`config.mk`:
```
export PLATFORM = sky130hd
export DESIGN_NAME = pipe_stage_register
export DESIGN_NICKNAME = d
export VERILOG_FILES = /design/src/rtl/pipe_stage_register.sv
export SDC_FILE = /design/constraint.sdc
export NUM_CORES = 1
export LEC_CHECK = 0
export ABC_AREA = 1
export CAP_MARGIN = 20
export CORE_MARGIN = 3
export CORE_UTILIZATION = 42
export DETAILED_ROUTE_END_ITERATION = 8
export GPL_ROUTABILITY_DRIVEN = 0
export PLACE_DENSITY = 0.81
export SYNTH_ARGS = -nofsm -noshare
export SYNTH_HDL_FRONTEND = slang
export SYNTH_SLANG_ARGS = --single-unit
```
`constraint.sdc`:
```
create_clock -name clk_i -period 1.35 [get_ports clk_i]
set_input_delay 0.2025 -clock clk_i [delete_from_list [all_inputs] [get_ports clk_i]]
set_output_delay 0.2025 -clock clk_i [all_outputs]
set_load 0.005 [all_outputs]
```
`src/rtl/pipe_stage_register.sv`:
```
// pipe_stage_register: elastic valid/ready pipeline stage with flush; define PIPE_SKID_EN for the two-entry skid build
module pipe_stage_register #(
  parameter int WIDTH = 96,
  parameter logic [WIDTH-1:0] RESET_DATA = '0
) (
  input  logic             clk_i,
  input  logic             reset_i,
  input  logic             flush_i,
  input  logic             in_valid_i,
  output logic             in_ready_o,
  input  logic [WIDTH-1:0] in_data_i,
  output logic             out_valid_o,
  input  logic             out_ready_i,
  output logic [WIDTH-1:0] out_data_o,
  output logic [1:0]       count_o
);
  localparam logic [1:0] EMPTY = 2'd0;
  localparam logic [1:0] ONE = 2'd1;
  logic [1:0] state_q, state_d;
  logic valid_q;
  logic [WIDTH-1:0] main_q, main_d;
  logic accept, fire;
  assign accept = in_valid_i & in_ready_o & ~flush_i;
  assign fire = valid_q & out_ready_i;
  assign out_valid_o = valid_q;
  assign out_data_o = main_q;
  assign count_o = state_q;
`ifdef PIPE_SKID_EN
  localparam logic [1:0] FULL = 2'd2;
  logic ready_q;
  logic [WIDTH-1:0] skid_q, skid_d;
  assign in_ready_o = ready_q;
  // Occupancy transitions and data movement; skid drains into main when main fires.
  always_comb begin
    state_d = flush_i ? EMPTY :
              (state_q == EMPTY) ? (accept ? ONE : EMPTY) :
              (state_q == ONE) ? ((accept & ~fire) ? FULL : (~accept & fire) ? EMPTY : ONE) :
              (fire ? ONE : FULL);
    main_d = (accept & ((state_q == EMPTY) | fire)) ? in_data_i :
             ((state_q == FULL) & fire & ~flush_i) ? skid_q : main_q;
    skid_d = (accept & (state_q == ONE) & ~fire) ? in_data_i : skid_q;
  end
  // Registered ready and skid payload; ready depends only on next occupancy.
  always_ff @(posedge clk_i) begin
    if (reset_i) begin
      ready_q <= 1'b1;
      skid_q <= RESET_DATA;
    end else begin
      ready_q <= state_d != FULL;
      skid_q <= skid_d;
    end
  end
`else
  assign in_ready_o = ~valid_q | out_ready_i;
  // Single-entry occupancy: a new beat can replace the one leaving in the same cycle.
  always_comb begin
    state_d = flush_i ? EMPTY : accept ? ONE : fire ? EMPTY : state_q;
    main_d = accept ? in_data_i : main_q;
  end
`endif
  // Main register and occupancy; flush clears only valid state, never payload.
  always_ff @(posedge clk_i) begin
    if (reset_i) begin
      state_q <= EMPTY;
      valid_q <= 1'b0;
      main_q <= RESET_DATA;
    end else begin
      state_q <= state_d;
      valid_q <= state_d != EMPTY;
      main_q <= main_d;
    end
  end
endmodule

```
== Word-level counts from Yosys, hierarchy flattened ==
Index checks and enable logic that the tools add are counted.

* Add/sub/neg operators: 0
* Multipliers: 0
* Divide/modulo/power cells: 0
* $lt $le $gt $ge: 0
* Eq/ne operators: 0
* Shift operators: 0
* Mux-type cells: 3
* Bitwise operators: 6
* Reductions and logical operators: 1

{| class="wikitable"
|+ Operator list
! operator !! number
|-
| $mux 2 || 3
|-
| $and 1x1->1 || 3
|-
| $not 1->1 || 2
|-
| $reduce_bool 2->1 || 1
|-
| $or 1x1->1 || 1
|}

* Register bits: 99
* Latch bits: 0
* Memory bits (writable): 0
* Bits in read-only memories: 0
* Input port bits: 101
* Output and inout port bits: 100
* Word-level logic and storage cells: 13
* Memories kept: 0

== Depth between registers and ports, before layout ==
* Word-level depth: 7
* Gate-level depth with buffers: 7
* Depth with buffers taken out: 6

== Worst setup path before layout ==
No wires, ideal clock.

* Kind: reg-to-reg
* Start: reg valid_q (netlist: out_valid_o)
* End: reg main_q[17] (netlist: out_data_o[17])
* Setup time: 0.115 ns
* Arrival time: 0.957 ns
* Required time: 1.235 ns
* Setup slack: 0.278 ns
* Stages on the path, launching flop included: 6
* Buffers on the path: 2
* Clock period less this slack: 1.072 ns
* Cell sequence: dfxtp_1 nand2_2 buf_4 buf_4 a21oi_1 nor2_1

* Cells in the longest elaborated chain, start to end: 4

{| class="wikitable"
|+ RTL lines
! what !! line !! RTL
|-
| from (decl) || 20 || <nowiki>logic valid_q;</nowiki>
|-
| from (signal assigned) || 65 || <nowiki>valid_q <= 1'b0;</nowiki>
|-
| from (signal assigned) || 69 || <nowiki>valid_q <= state_d != EMPTY;</nowiki>
|-
| $not 1->1 || 54 || <nowiki>assign in_ready_o = ~valid_q | out_ready_i;</nowiki>
|-
| $or 1x1->1 || 54 ||
|-
| $and 1x1->1 (2 in series) || 23 || <nowiki>assign accept = in_valid_i & in_ready_o & ~flush_i;</nowiki>
|-
| to (signal assigned) || 70 || <nowiki>main_q <= main_d;</nowiki>
|-
| to (decl) || 21 || <nowiki>logic [WIDTH-1:0] main_q, main_d;</nowiki>
|}

Every way passes these cells.
A chain may end at the register's enable or synchronous reset.

== Worst setup path after layout ==
* Start: reg valid_q (netlist: out_valid_o)
* End: reg main_q[84] (netlist: out_data_o[84])

The elaborated chain is that of the path after synthesis.

==> results <==
- The buffer levels on the longest clock path is 2.
- The number of endpoints with negative hold slack in the final report is 0.
- The total power per unit cell area is 971 nW/um^2.
- Synthesis produced a netlist with a net count of 749.
- The first global-routing pass estimated 20000 um of wire.
- At the pin with the least slew margin, the transition time is 0.226 ns.
- The floorplan has 36 rows.
- The layer flagged by global routing as most heavily used is met2.
- The total of warnings raised by yosys is 0.
- The proportion of netlist area held by the largest area contributor is 44.5%.
- The final number of setup-violating endpoints is 0.
- The met2 layer usage reported by global route is 36.7%.
- Using the TritonRoute via totals, the vias-per-cell ratio works out to 4.79.
- Summed over all cells, the static leakage comes to 3.62 nW.
- The post-synthesis instance area is 4450 sq um.
- Across the run, the number of max-cap violations was 0.
- Buffers inserted during clock tree synthesis total 9.
- The most common cell after layout, fill and taps aside is sky130_fd_sc_hd__nand2_1.
- The initial standard-cell utilization of the core is 44.3%.
- The via count of the first global-routing pass is 4269.
- From synthesis to final layout, the design area changed by 54.5%.
- The clock drives 99 sinks.
- The die is 109 um wide.
- The post-DP HPWL is 9210 um.
- The reg-to-reg setup timing slack is 0.08 ns.
- The maximum resistive drop on vdd is 525 uV.
- After detailed placement, the design holds a cell count of 951.
- The total track usage is 20.9%.
- The gate count of the mapped netlist is 648.
- The count of input and output buffers is 200.
- The worst hold path passes through 5 cells.
- The initial antenna violation count is 0.
- The number of slew-limit violations in the final report came to 0.
- The post-route fraction of the period consumed by the critical path is 93.7%.
- Setup repair after global routing left no endpoint under its margin.
- The number of antenna diodes in the final layout is 0.
- By startpoint and endpoint, the worst setup path is classified as register to register.
- The die footprint is 11900 sq um.
- The ratio of cells with drive above 1 in the final layout is 11.0%.
- The mean post-synth cell area is 6.87 sq um.
- In this run, synthesis produced a sequential element count of 99.
- The count of nets left with antenna violations once routing finished came out at 0.
- The fraction of the yosys area taken by sequential cells is 44.5%.
- The clock tree from TritonCTS is done.
- The class of the tightest hold or removal check is input port to register.
- For this run, the top clock speed supported by timing is 0.790 GHz.
- The total global routing overflow is 0.
- The pre-antenna-repair detailed-routing pass consisted of 4 iterations.
- The via count is 4665.
- The floorplan die height is 109 um.
- After the flow finishes, the layout carries non-filler instances totaling 973.
- The number of placed I/O pins is 201.
- The flow ran to the end, and the final reports show no timing, DRC or antenna violations.
- The final period demand of the worst path is 1.27 ns.
- The overall power consumption is 0.00668 W.
- The floorplan step defined a core boundary enclosing 10000 sq um.
- Along the worst path, the maximum fanout reaches 27.
- The net count of the finished layout is 936.
- The maximum number of pins on one net before global-route repair is 55.
- After filler insertion, the fill cell instance count of the layout stands at 881.
- The cell sitting at the root of the clock tree is a sky130_fd_sc_hd__clkbuf_8.
- The depth of the worst register-to-register path is 6.
- The clock-pin transition on the worst setup and hold timing paths is 0.09 ns.
- After synthesis, the cell types taking the most area are sky130_fd_sc_hd__dfxtp_1 (45%), sky130_fd_sc_hd__a21oi_1 (11%), sky130_fd_sc_hd__nand3_1 (11%).
- For this block, the routed nets add up to 13300 um of wire.
- The violation count after the first detailed-route iteration is 259.
- Across the routed clock network, the largest skew measured is 0.00475 ns.
- The H-tree was split into 3 levels.
- STA classifies the critical path endpoint as a register.
- The top cell types in the final layout, fill and taps aside, are sky130_fd_sc_hd__nand2_1 (102), sky130_fd_sc_hd__inv_1 (100), sky130_fd_sc_hd__clkdlybuf4s50_1 (100), sky130_fd_sc_hd__dlygate4sd2_1 (99).
- The cell type with the highest aggregate area in the netlist is sky130_fd_sc_hd__dfxtp_1.
- The worst setup path is launched from a register.
- Global routing used 24.3% of the available met1 tracks.
- The number of buffers inserted by hold repair at cts is 0.
- For the worst-skew pair, the clock arrives at the later sink with an insertion delay of 0.35 ns.
- The data arrival time of the critical path is 1.51 ns.
- In the routed design, unresolved DRC markers number 0.
- In this run the tightest slew margin relative to its limit is 84.9%.
- After detailed routing, the average wire length per cell comes to 13.6 um.
- The data required time at the worst endpoint is 1.59 ns.
- The number of distinct library cell variants in the gate-level netlist after synthesis is 14.
- The met3 capacity usage during global routing is 6.34%.
==> repair_timing <==
action | in CTS | in global routing
gates cloned | 0 | 3
endpoints found under the setup margin | 100 | 53
setup buffers | 3 | 0
resized for setup | 148 | 4
==> cell type report <==
type	count	area, sq um	share of cell area [%]
Sequential cell	99	2040	29.7
Multi-Input combinational cell	395	1750	25.4
Inverter	102	383	5.57
Clock inverter	4	72.6	1.06
Tap cell	133	166	2.42
Clock buffer	12	155	2.26
Timing Repair Buffer	228	2310	33.6
==> cell usage after synthesis <==
cell and number:
sky130_fd_sc_hd__a21oi_1 97, sky130_fd_sc_hd__buf_2 22, sky130_fd_sc_hd__buf_4 13, sky130_fd_sc_hd__buf_6 11
sky130_fd_sc_hd__clkbuf_1 6, sky130_fd_sc_hd__clkinv_1 1, sky130_fd_sc_hd__dfxtp_1 99, sky130_fd_sc_hd__inv_1 100
sky130_fd_sc_hd__inv_2 1, sky130_fd_sc_hd__nand2_1 102, sky130_fd_sc_hd__nand2_2 1, sky130_fd_sc_hd__nand3_1 97
sky130_fd_sc_hd__nor2_1 97, sky130_fd_sc_hd__nor2_2 1
==> worst paths after layout <==
| path | end | startpoint |
|---|---|---|
| setup reg to reg | out_data_o[84]$_SDFFE_PP0P_ | out_valid_o$_SDFF_PP0_ |
| hold reg to reg | out_data_o[67]$_SDFFE_PP0P_ | out_data_o[67]$_SDFFE_PP0P_ |
| setup / recovery | out_data_o[84]$_SDFFE_PP0P_ | out_valid_o$_SDFF_PP0_ |
| hold / removal | out_data_o[15]$_SDFFE_PP0P_ | in_data_i[15] |
==> worst max-delay path, stage by stage (launching register included) <==
cell and delay [ns]:
sky130_fd_sc_hd__dfxtp_4 0.37, sky130_fd_sc_hd__buf_12 0.11, sky130_fd_sc_hd__nand2_8 0.05, sky130_fd_sc_hd__buf_8 0.16, sky130_fd_sc_hd__clkbuf_16 0.20, sky130_fd_sc_hd__a21oi_1 0.19
sky130_fd_sc_hd__nor2_1 0.07
==> through the flow <==
| stage | hold slack, ns | util [%] | instance area (sq um) | setup TNS, ns | setup WS (ns) |
|---|---|---|---|---|---|
| 5_1_grt | 0.479 | 68.4 | 6870 | 0 | 0.00237 |
| 6_report | 0.476 | 68.4 | 6870 | 0 | 0.0844 |
| 3_5_place_dp | 0.467 | 65.6 | 6590 | -22.78 | -0.281 |
| 4_1_cts | 0.462 | 67.5 | 6780 | 0 | 0.0172 |
| 2_1_floorplan | 0.378 | - | 4450 | 0 | 0.278 |
| 3_3_place_gp | 0.459 | 65.6 | 6590 | -20.25 | -0.269 |
==> sequential cells by signal, summed over array words and instances, names as in the netlist <==
register     flops
out_data_o      96
count_o          2
out_valid_o      1
==> power breakdown <==
part | switching (W) | leakage, nW | internal (W)
sequential | 0.000103 | 0.833 | 0.00314
combinational | 0.000574 | 2.67 | 0.000732
clock | 0.000986 | 0.113 | 0.00114
total | 0.00166 | 3.62 | 0.00501
==> cells by family after synthesis <==
family                 after synthesis  share of synthesized area, %
AOI/OAI and AO/OA                   97                          10.9
DFF                                 99                          44.5
and+or+nand+nor                    298                          28.0
buffers and inverters              154                          16.6
==> metal layers <==
layer,wire [um],part of all wire [%],vias up
li1,-,-,2381
met2,6690,50,154
met5,0,0,-
met3,1150,8.6,10
met4,153,1.2,0
met1,5290,40,2120
Power figures use the tool's default switching activity.
